### config.mk
export PLATFORM = sky130hd
export DESIGN_NAME = demux_1a2_32bit_reg
export DESIGN_NICKNAME = d
export VERILOG_FILES = /design/src/rtl/demux_1a2_32bit_reg.sv
export SDC_FILE = /design/constraint.sdc
export NUM_CORES = 1
export LEC_CHECK = 0
export ABC_AREA = 1
export CELL_PAD_IN_SITES_DETAIL_PLACEMENT = 0
export CELL_PAD_IN_SITES_GLOBAL_PLACEMENT = 2
export CORE_UTILIZATION = 24
export CTS_CLUSTER_SIZE = 25
export DETAILED_ROUTE_END_ITERATION = 7
export PLACE_DENSITY = 0.83
export SYNTH_ARGS = -nofsm -noshare
export SYNTH_HDL_FRONTEND = slang
export SYNTH_SLANG_ARGS = --single-unit
### constraint.sdc
create_clock -name clk_i -period 1.2 [get_ports clk_i]
set_input_delay 0.24 -clock clk_i [delete_from_list [all_inputs] [get_ports clk_i]]
set_output_delay 0.24 -clock clk_i [all_outputs]
set_load 0.1 [all_outputs]
### src/rtl/demux_1a2_32bit_reg.sv
// Registered 1-to-2 demultiplexer with valid/ready handshake and a one-entry holding register per output.
// Optional per-output accepted-word counters are built when DEMUX_CNT_EN is defined.
//
// state | meaning
// EMPTY | holding register k has no word, OUTk_VALID=0
// FULL  | holding register k holds a word, OUTk_VALID=1
module demux_1a2_32bit_reg #(
   parameter int WIDTH = 32
`ifdef DEMUX_CNT_EN
   ,
   parameter int CNT_W = 16
`endif
) (
   input  logic             clk_i,
   input  logic             rst_n_i,
   input  logic             in_valid_i,
   output logic             in_ready_o,
   input  logic [WIDTH-1:0] in_data_i,
   input  logic             sel_i,
   output logic             out0_valid_o,
   input  logic             out0_ready_i,
   output logic [WIDTH-1:0] out0_data_o,
   output logic             out1_valid_o,
   input  logic             out1_ready_i,
   output logic [WIDTH-1:0] out1_data_o
`ifdef DEMUX_CNT_EN
   ,
   output logic [CNT_W-1:0] cnt0_o,
   output logic [CNT_W-1:0] cnt1_o
`endif
);

   typedef enum logic {EMPTY = 1'b0, FULL = 1'b1} hold_state_t;

   hold_state_t      state0_q, state0_d;
   hold_state_t      state1_q, state1_d;
   logic [WIDTH-1:0] data0_q, data0_d;
   logic [WIDTH-1:0] data1_q, data1_d;
   logic             in_xfer;
   logic             wr0, wr1;

   // Ready is a function of the selected register only, never of in_valid_i.
   always_comb begin
      in_ready_o = 1'b0;
      if (sel_i) in_ready_o = (state1_q == EMPTY) | out1_ready_i;
      else       in_ready_o = (state0_q == EMPTY) | out0_ready_i;
   end

   assign in_xfer = in_valid_i & in_ready_o;
   assign wr0     = in_xfer & ~sel_i;
   assign wr1     = in_xfer & sel_i;

   always_comb begin
      state0_d = state0_q;
      data0_d  = data0_q;
      if (wr0) begin
         state0_d = FULL;
         data0_d  = in_data_i;
      end else if ((state0_q == FULL) && out0_ready_i) begin
         state0_d = EMPTY;
      end
   end

   always_comb begin
      state1_d = state1_q;
      data1_d  = data1_q;
      if (wr1) begin
         state1_d = FULL;
         data1_d  = in_data_i;
      end else if ((state1_q == FULL) && out1_ready_i) begin
         state1_d = EMPTY;
      end
   end

   always_ff @(posedge clk_i) begin
      if (!rst_n_i) begin
         state0_q <= EMPTY;
         state1_q <= EMPTY;
         data0_q  <= '0;
         data1_q  <= '0;
      end else begin
         state0_q <= state0_d;
         state1_q <= state1_d;
         data0_q  <= data0_d;
         data1_q  <= data1_d;
      end
   end

   assign out0_valid_o = (state0_q == FULL);
   assign out1_valid_o = (state1_q == FULL);
   assign out0_data_o  = data0_q;
   assign out1_data_o  = data1_q;

`ifdef DEMUX_CNT_EN
   logic [CNT_W-1:0] cnt0_q, cnt0_d;
   logic [CNT_W-1:0] cnt1_q, cnt1_d;

   // Counters wrap naturally at 2^CNT_W.
   always_comb begin
      cnt0_d = cnt0_q;
      cnt1_d = cnt1_q;
      if (wr0) cnt0_d = cnt0_q + 1'b1;
      if (wr1) cnt1_d = cnt1_q + 1'b1;
   end

   always_ff @(posedge clk_i) begin
      if (!rst_n_i) begin
         cnt0_q <= '0;
         cnt1_q <= '0;
      end else begin
         cnt0_q <= cnt0_d;
         cnt1_q <= cnt1_d;
      end
   end

   assign cnt0_o = cnt0_q;
   assign cnt1_o = cnt1_q;
`endif

endmodule

==> metrics.md, run 1 <==
| Metric | Value |
|---|---|
| Fin crit period | 1.38 ns |
| Mapped Nets | 568 |
| Syn Area/Cell | 6.31 sq um |
| WL per Instance | around 12 um |
| Clock Sinks | 66 |
| Final worst setup slack | -0.183 ns |
| Max VDD drop | 0.638 mV |
| Sequential area share after synthesis | 39.5% |
| Dpl ws | -0.302 ns |
| Antenna diodes | 0 |
| Core area | 13,400 sq um |
| Initial antenna violation count | 0 |
| Most common cell after layout, fill and taps aside | inv_1 |
| # DRC | 0 |
| Detailed placement HPWL | 6.98 mm |
| Port Buf Inserts | between 100 and 150 |
| Leak Pwr | around 2.9 nW |
| CTS tree | done |
| Crit-path max FO | 2 |
| DR iter-0 viols | 142 |
| Worst-path clk slew | 0.05 ns |
| Clock root cell | clkbuf_16 |
| Status | finished with violations |
| Setup crit end kind | output pin |
| Clk Latency, worst-skew pair | 0.33 ns |
| Net count reported at finish | 672 |
| Sequential cell area | 1410 sq um |
| PwrDens | 1350 nW/um^2 |
| Ports | 105 |
| Failing checks | negative setup slack |
| Multi-input gate area | 1220 sq um |
| Largest net degree at the start of global routing | 67 |
| Hold Path Class | primary input to flop |
| Tot Pwr | 7.81 mW |
| Yosys warnings | 0 |
| Fmax | 723 MHz |
| CTS Buf Count | 9 |
| R2R setup slack | 0.01 ns |
| Starting density of the core | between 20% and 30% |
| Final-report max-slew violation count | 0 |
| First-pass GRT wire length | around 16 mm |
| DR vias | 3,282 |
| Cts hold-fix bufs | 0 |
| Antenna Nets Post-Route | 0 |
| Post-synth ARST share | 0% |
| Critical Path AT | 1.14 ns |
| Worst Tran Pin Value | 0.289 ns |
| Final Core Density | 43.0% |
| CP startpoint kind | flop |
| Synth cell types | 16 |
| Grt ovf | 0 |
| Die W | 120 um |
| Final Cycle Share | 115% |
| Number of synthesized flops with an enable pin | 0 |
| Max_cap viols | 0 |
| Row Count | 42 |
| Vias per inst | a little over 4 |
| CTS Buffer Depth | 2 |
| Commonest cells after routing, fill and taps aside | inv_1 (162), nand2_1 (132), buf_12 (77) |
| GRT Util Overall | 14.5% |
| Cells after synthesis | 530 |
| CTS H-tree lvls | 3 |
| Pre-Repair DR Iteration Count | 4 |
| Area growth, synth to finish | 72.5% |
| Post-Layout Inst Area | 5770 sq um |
| Synthesized flop and latch total | 66 |
| Overall routed net length | around 10 mm |
| Final Hold Viols | 0 |
| Layout cells sized above 1 | 28.5% |
| CP Data Required Time | 0.96 ns |
| Die area | 14,400 sq um |
| Post-synthesis instance area | 3340 sq um |
| Vias in the first global route | 3,283 |
| RSZ-0062 raised after global routing | yes |
| Fillers | 1,349 |
| GPL Wtd Cong | 0.818 |
| Final setup vio count | 2 |
| WS Path Type | flop to output pin |
| Slew margin rel. | 80.7% |
| Predominant post-synthesis flop cell | dfxtp_1 |
| Placed Area | approximately 5400 sq um |
| Skew final | between 0.006 and 0.007 ns |
| Die Height | between 100 and 150 um |
==> routing by layer <==
| layer | up-vias | track usage, % | share of wire [%] |
|---|---|---|---|
| li1 | 1746 | - | - |
| met1 | 1417 | 17.8 | 45 |
| met2 | 103 | 24.2 | 46 |
| met3 | 16 | 4.23 | 6.8 |
| met4 | 0 | 4.69 | 1.8 |
| met5 | - | 0 | 0 |
==> critical path: stages (launching register included) <==
cell	delay, ns
dfxtp_4	0.35
nand2_4	0.07
nor2_4	0.04
a31oi_4	0.16
buf_12	0.19
==> logic make-up (layout without fill, tap and decap cells) <==
family                 Yosys count  count (layout)  synth area share, %
and+or+nand+nor                265             265                 35.3
DFF                             66              66                 39.5
buffers and inverters          198             307                 25.0
AOI/OAI and AO/OA                1               1                0.187
==> registers in the layout, indices dropped and copies added (netlist names) <==
register      count
out0_valid_o      1
out0_data_o      32
out1_valid_o      1
out1_data_o      32
==> final cells by class <==
class	count	area share, %
repair buffers	126	34.6
flip-flops and latches	66	24.4
multi-input cells	266	21.1
inverters	165	10.8
clock buffers	15	5.16
well taps	176	3.82
clock inverters	1	0.0868
==> what timing repair did <==
action,in CTS,in global routing
buffers inserted,1,1
cloned,0,0
pin swaps,1,2
setup endpoints to repair,1,9
gates resized for setup,2,2
==> synth_stat cells (2+ instances only) <==
master / instances / area share, %
nand2_1: 132 / 15
buf_1: 4 / 0.45
inv_1: 163 / 18
buf_4: 8 / 1.8
dfxtp_1: 66 / 40
nor2_1: 65 / 7.3
buf_2: 11 / 1.6
nand4_1: 64 / 12
buf_6: 6 / 2.0
clkbuf_1: 4 / 0.45
nand2_2: 2 / 0.37
==> worst paths after layout <==
| check | startpoint | to | cells past startpoint |
|---|---|---|---|
| max | out0_valid_o | in_ready_o | 4 |
| min | in_valid_i | out0_data_o[18] | 4 |
| max reg2reg | out0_valid_o | out0_data_o[24] | 8 |
| min reg2reg | out1_data_o[3] | out1_data_o[3] | 4 |
==> where the power goes <==
group | internal, mW | leakage [nW] | switching (mW)
Sequential | 2.38 | 0.569 | 0.174
Combinational | 0.956 | 2.23 | 1.67
Clock | 1.68 | 0.152 | 0.950
==> metrics by stage <==
step	std cells	hold slack [ns]	TNS, ns
5_1_grt	815	0.407	-1.45
2_1_floorplan	530	0.475	-0.381
3_3_place_gp	797	0.517	-16.73
3_5_place_dp	797	0.518	-18.06
6_report	815	0.374	-0.203
4_1_cts	814	0.374	-0.269
No activity file was read; power rests on OpenSTA's default activity.
==> run 2, diff against run 1 <==
- CTS_BUF_LIST: not set -> sky130_fd_sc_hd__clkbuf_8
==> metrics.md, run 2 (synthesis gave the netlist of run 1 again) <==
| Metric | Value |
|---|---|
| Worst r2r dst | out0_data_o[24] |
| Grt ovf | 0 |
| Commonest cells after routing, fill and taps aside | inv_1 (163), nand2_1 (132), buf_12 (77) |
| CTS Buffer Depth | 2 |
| Cts hold-fix bufs | 0 |
| WS Path Type | flop to output pin |
| Crit path from | out0_valid_o |
| Layout cells sized above 1 | 28.5% |
| Final Cycle Share | 118% |
| Critical Path AT | 1.18 ns |
| CTS H-tree lvls | 3 |
| Dpl ws | -0.302 ns |
| Die Height | between 100 and 150 um |
| Detailed placement HPWL | 6.98 mm |
| Vias per inst | 4.03 |
| Status | finished with violations |
| RR Startpoint | out0_valid_o |
| Final setup TNS | -0.269 ns |
| Final worst setup slack | -0.216 ns |
| Slew margin rel. | 80.7% |
| Core area | 13,400 sq um |
| Antenna diodes | 0 |
| R2R setup slack | 0 ns |
| Hold Path Class | primary input to flop |
| Skew final | approximately 0.009 ns |
| Die area | 14,400 sq um |
| Tot Pwr | 7.07 mW |
| Clk Latency, worst-skew pair | between 0.3 and 0.4 ns |
| Initial antenna violation count | 0 |
| Slowest CP cell | dfxtp_4 |
| Clock root cell | clkbuf_8 |
| Fmax | 706 MHz |
| CP Data Required Time | 0.96 ns |
| Crit-path cells | nand2_4 > nor2_4 > a31oi_4 > buf_12 |
| Vias in the first global route | 3,292 |
| Post-Layout Inst Area | 5660 sq um |
| RSZ-0062 raised after global routing | yes |
| Max_cap viols | 0 |
| Row Count | 42 |
| Setup crit end kind | output pin |
| Overall routed net length | 9.89 mm |
| GPL Wtd Cong | ~0.82 |
| Hold endpoint | out0_data_o[18] |
| DR vias | 3,288 |
| Final-report max-slew violation count | 0 |
| Fin crit period | 1.42 ns |
| Final Hold Viols | 0 |
| DR iter-0 viols | 128 |
| Ports | 105 |
| Hold Slack | 0.350 ns |
| Max stage delay on crit path | 0.36 ns |
| Hold_sp | in_valid_i |
| Antenna Nets Post-Route | 0 |
| Die W | 120 um |
| First-pass GRT wire length | 16.4 mm |
| Worst-path clk slew | approximately 0.07 ns |
| Crit-path max FO | 2 |
| Final setup vio count | 2 |
| Worst Hold Depth | 4 |
| Clock Sinks | 66 |
| CTS Buf Count | 9 |
| Worst Tran Pin Value | 0.290 ns |
| GRT Util Overall | between 10 and 15% |
| Failing checks | negative setup slack |
| Net count reported at finish | 672 |
| Max VDD drop | 0.527 mV |
| Starting density of the core | 24.9% |
| Placed Area | ~5400 sq um |
| Port Buf Inserts | 104 |
| Pre-Repair DR Iteration Count | 4 |
| Most common cell after layout, fill and taps aside | inv_1 |
| CP startpoint kind | flop |
| Largest net degree at the start of global routing | 67 |
| CTS tree | done |
| Worst R2R Path Depth | 8 |
| WL per Instance | 12.1 um |
| Area growth, synth to finish | 69.3% |
| # DRC | 0 |
| Leak Pwr | 2.90 nW |
| PwrDens | 1250 nW/um^2 |
## run 2: cell count changes in the layout (fill, tap and decap cells not counted), sizes merged
cell / before / now
clkbuf: 15 / 14
inv: 165 / 166
## run 2: metrics by stage
stage          util [%]  instances
3_5_place_dp       40.6        797
3_3_place_gp       40.6        797
5_1_grt            42.2        815
2_1_floorplan         -        530
4_1_cts            42.2        814
6_report           42.2        815
## run 2: how the worst max path moves through the flow
stage                            endpoint  cells after the start
after detailed placement  out0_data_o[31]                      9
after floorplan                in_ready_o                      4
after global placement         in_ready_o                      6
after CTS                      in_ready_o                      4
after global routing           in_ready_o                      4
final                          in_ready_o                      4
## run 2: worst max-delay path, delay by kind of cell (launching register included)
kind	cells	cell delay (ns)
compound gates	1	0.16
flops	1	0.36
simple gates	2	0.11
buf+inv	1	0.19
## run 2: routing by layer
metal | share of wire (%) | vias to the layer above | global-route usage [%] | routed length, um
met5 | 0 | - | 0 | 0
met4 | 2.0 | 0 | 5.94 | 198
met3 | 6.9 | 16 | 4.66 | 686
met2 | 46 | 114 | 23.9 | 4540
met1 | 45 | 1416 | 17.8 | 4460
li1 | - | 1742 | - | -
## run 2: final cells by class
type / count / area [sq um]
clock buffer: 14 / 193
sequential: 66 / 1410
multi-input combinational: 266 / 1220
timing repair buffer: 126 / 1990
fill: 1367 / 7740
inverter: 165 / 622
tap: 176 / 220
clock inverter: 2 / 8.76
## run 2: power by group
group | leakage (nW) | switching, mW | total, mW | internal, mW
combinational | 2.23 | 1.66 | 2.62 | 0.954
sequential | 0.569 | 0.173 | 2.55 | 2.38
clock | 0.110 | 0.879 | 1.90 | 1.02
## run 2: repair_timing
item                       4_1_cts  5_1_grt
setup endpoints to repair        1        3
gates resized for setup          2        0
setup buffers                    1        1
pin swaps                        1        1
==> run 3, diff against run 2 <==
- SKIP_CTS_REPAIR_TIMING: not set -> 1
==> metrics.md, run 3 (synthesis gave the netlist of run 1 again) <==
| Metric | Value |
|---|---|
| Status | finished with violations |
| Failing checks | negative setup slack |
| Crit-path cells | nand2_4 > nor2_4 > a31oi_4 > buf_12 |
| Worst-path clk slew | about 0.07 ns |
| Cells after DPL | 797 |
| Commonest cells after routing, fill and taps aside | inv_1 (161), nand2_1 (118), buf_12 (76) |
| # DRC | 0 |
| Vias per inst | just over 4 |
| Crit-path max FO | 2 |
| Net count reported at finish | 674 |
| Row Count | 42 |
| Vias in the first global route | 3,291 |
| Final Hold Viols | 0 |
| RR Startpoint | out0_valid_o |
| CTS Buffer Depth | 2 |
| Fin crit period | 1.42 ns |
| Max stage delay on crit path | ~0.36 ns |
| DR vias | 3,327 |
| Fmax | roughly 700 MHz |
| WS Path Type | flop to output pin |
| GRT Util Overall | 14.7% |
| Detailed placement HPWL | about 7.0 mm |
| WL per Instance | 12.5 um |
| Slowest CP cell | dfxtp_4 |
| Starting density of the core | 24.9% |
| Core area | approximately 13,000 sq um |
| Ports | 105 |
| Largest net degree at the start of global routing | 67 |
| Layout cells sized above 1 | 31.5% |
| Final-report max-slew violation count | 0 |
| CTS tree | done |
| CP Data Required Time | around 0.96 ns |
| Antenna Nets Post-Route | 0 |
| Worst Tran Pin Value | approximately 0.30 ns |
| Area growth, synth to finish | 72.4% |
| Overall routed net length | between 10 and 15 mm |
| Die area | 14,400 sq um |
| Final setup vio count | 21 |
| Max VDD drop | between 0.5 and 0.6 mV |
| Buf+Inv Stages, Crit Path | 1 |
| Clock root cell | clkbuf_8 |
| Hold_sp | rst_n_i |
| Max_cap viols | 0 |
| Pre-Repair DR Iteration Count | 4 |
| Leak Pwr | 2.94 nW |
| Critical Path AT | 1.18 ns |
| Antenna diodes | 0 |
| Port Buf Inserts | 104 |
| Tot Pwr | 7.13 mW |
| Crit path from | out0_valid_o |
| Hold Path Class | primary input to flop |
| Die Height | 120 um |
| First-pass GRT wire length | 16.3 mm |
| GPL Wtd Cong | 0.818 |
| Final Cycle Share | 119% |
| Fillers | between 1,000 and 1,500 |
| RSZ-0062 raised after global routing | yes |
| DR iter-0 viols | between 150 and 200 |
| Die W | 120 um |
| Skew final | 0.00905 ns |
| Non-Filler Instances | 817 |
| Grt ovf | 0 |
| Final worst setup slack | -0.225 ns |
| CTS H-tree lvls | 3 |
| Final Core Density | a little over two fifths |
| Most common cell after layout, fill and taps aside | inv_1 |
| CTS Buf Count | 9 |
| CP startpoint kind | flop |
| Slew margin rel. | 80.2% |
| Clock Sinks | 66 |
| Top cell family by delay on the critical path | flip-flops |
| Initial antenna violation count | 0 |
| Setup crit end kind | output pin |
| PwrDens | 1240 nW/um^2 |
| Clk Latency, worst-skew pair | 0.36 ns |
## run 3: cell types whose count changed in the layout (fill, tap and decap cells not counted), moves of 2 or more
cell / change
buf_6: +2
clkbuf_16: +2
inv_1: -2
inv_2: +2
nand2_1: -14
nand2_2: +11
nand2_4: +3
nor2_1: -2
nor2_2: +2
## run 3: layout make-up
type                            instances  area [sq um]  share of cell area [%]
Clock buffer                           14           193                    3.34
Clock inverter                          2          8.76                   0.152
Inverter                              165           622                    10.8
Multi-Input combinational cell        266          1270                    22.1
Sequential cell                        66          1410                    24.5
Tap cell                              176           220                    3.82
Timing Repair Buffer                  128          2030                    35.3
## run 3: report_power, final
group	switching, mW	leakage [nW]	internal (mW)
clock	0.882	0.110	1.02
sequential	0.173	0.569	2.38
combinational	1.69	2.26	0.980
## run 3: worst paths after layout
path / to / slack [ns] / depth (start not counted)
max: in_ready_o / -0.22 / 4
min: out1_data_o[1] / 0.36 / 4
max reg2reg: out0_data_o[23] / -0.06 / 8
min reg2reg: out0_data_o[17] / 0.53 / 4
## run 3: layer usage
metal | vias up | wire [um] | GRT usage, %
li1 | 1748 | - | -
met1 | 1460 | 4650 | 17.7
met2 | 103 | 4680 | 23.9
met3 | 16 | 657 | 4.66
met4 | 0 | 199 | 5.94
met5 | - | 0 | 0
## run 3: stage by stage
| stage | setup TNS, ns | hold WS, ns | worst slack, ns | instance area [sq um] |
|---|---|---|---|---|
| floorplan | -0.381 | 0.475 | -0.381 | 3470 |
| global placement | -16.73 | 0.517 | -0.295 | 5440 |
| detailed placement | -18.06 | 0.518 | -0.302 | 5440 |
| CTS | -0.287 | 0.338 | -0.287 | 5640 |
| global route | -3.11 | 0.367 | -0.275 | 5760 |
| finish | -0.805 | 0.359 | -0.225 | 5760 |
## run 3: worst reg2reg max path, delay by kind of cell, from the launching register on
| kind | cells | cell delay [ns] |
|---|---|---|
| buffers and inverters | 4 | 0.48 |
| DFF | 1 | 0.36 |
| and+or+nand+nor | 4 | 0.36 |
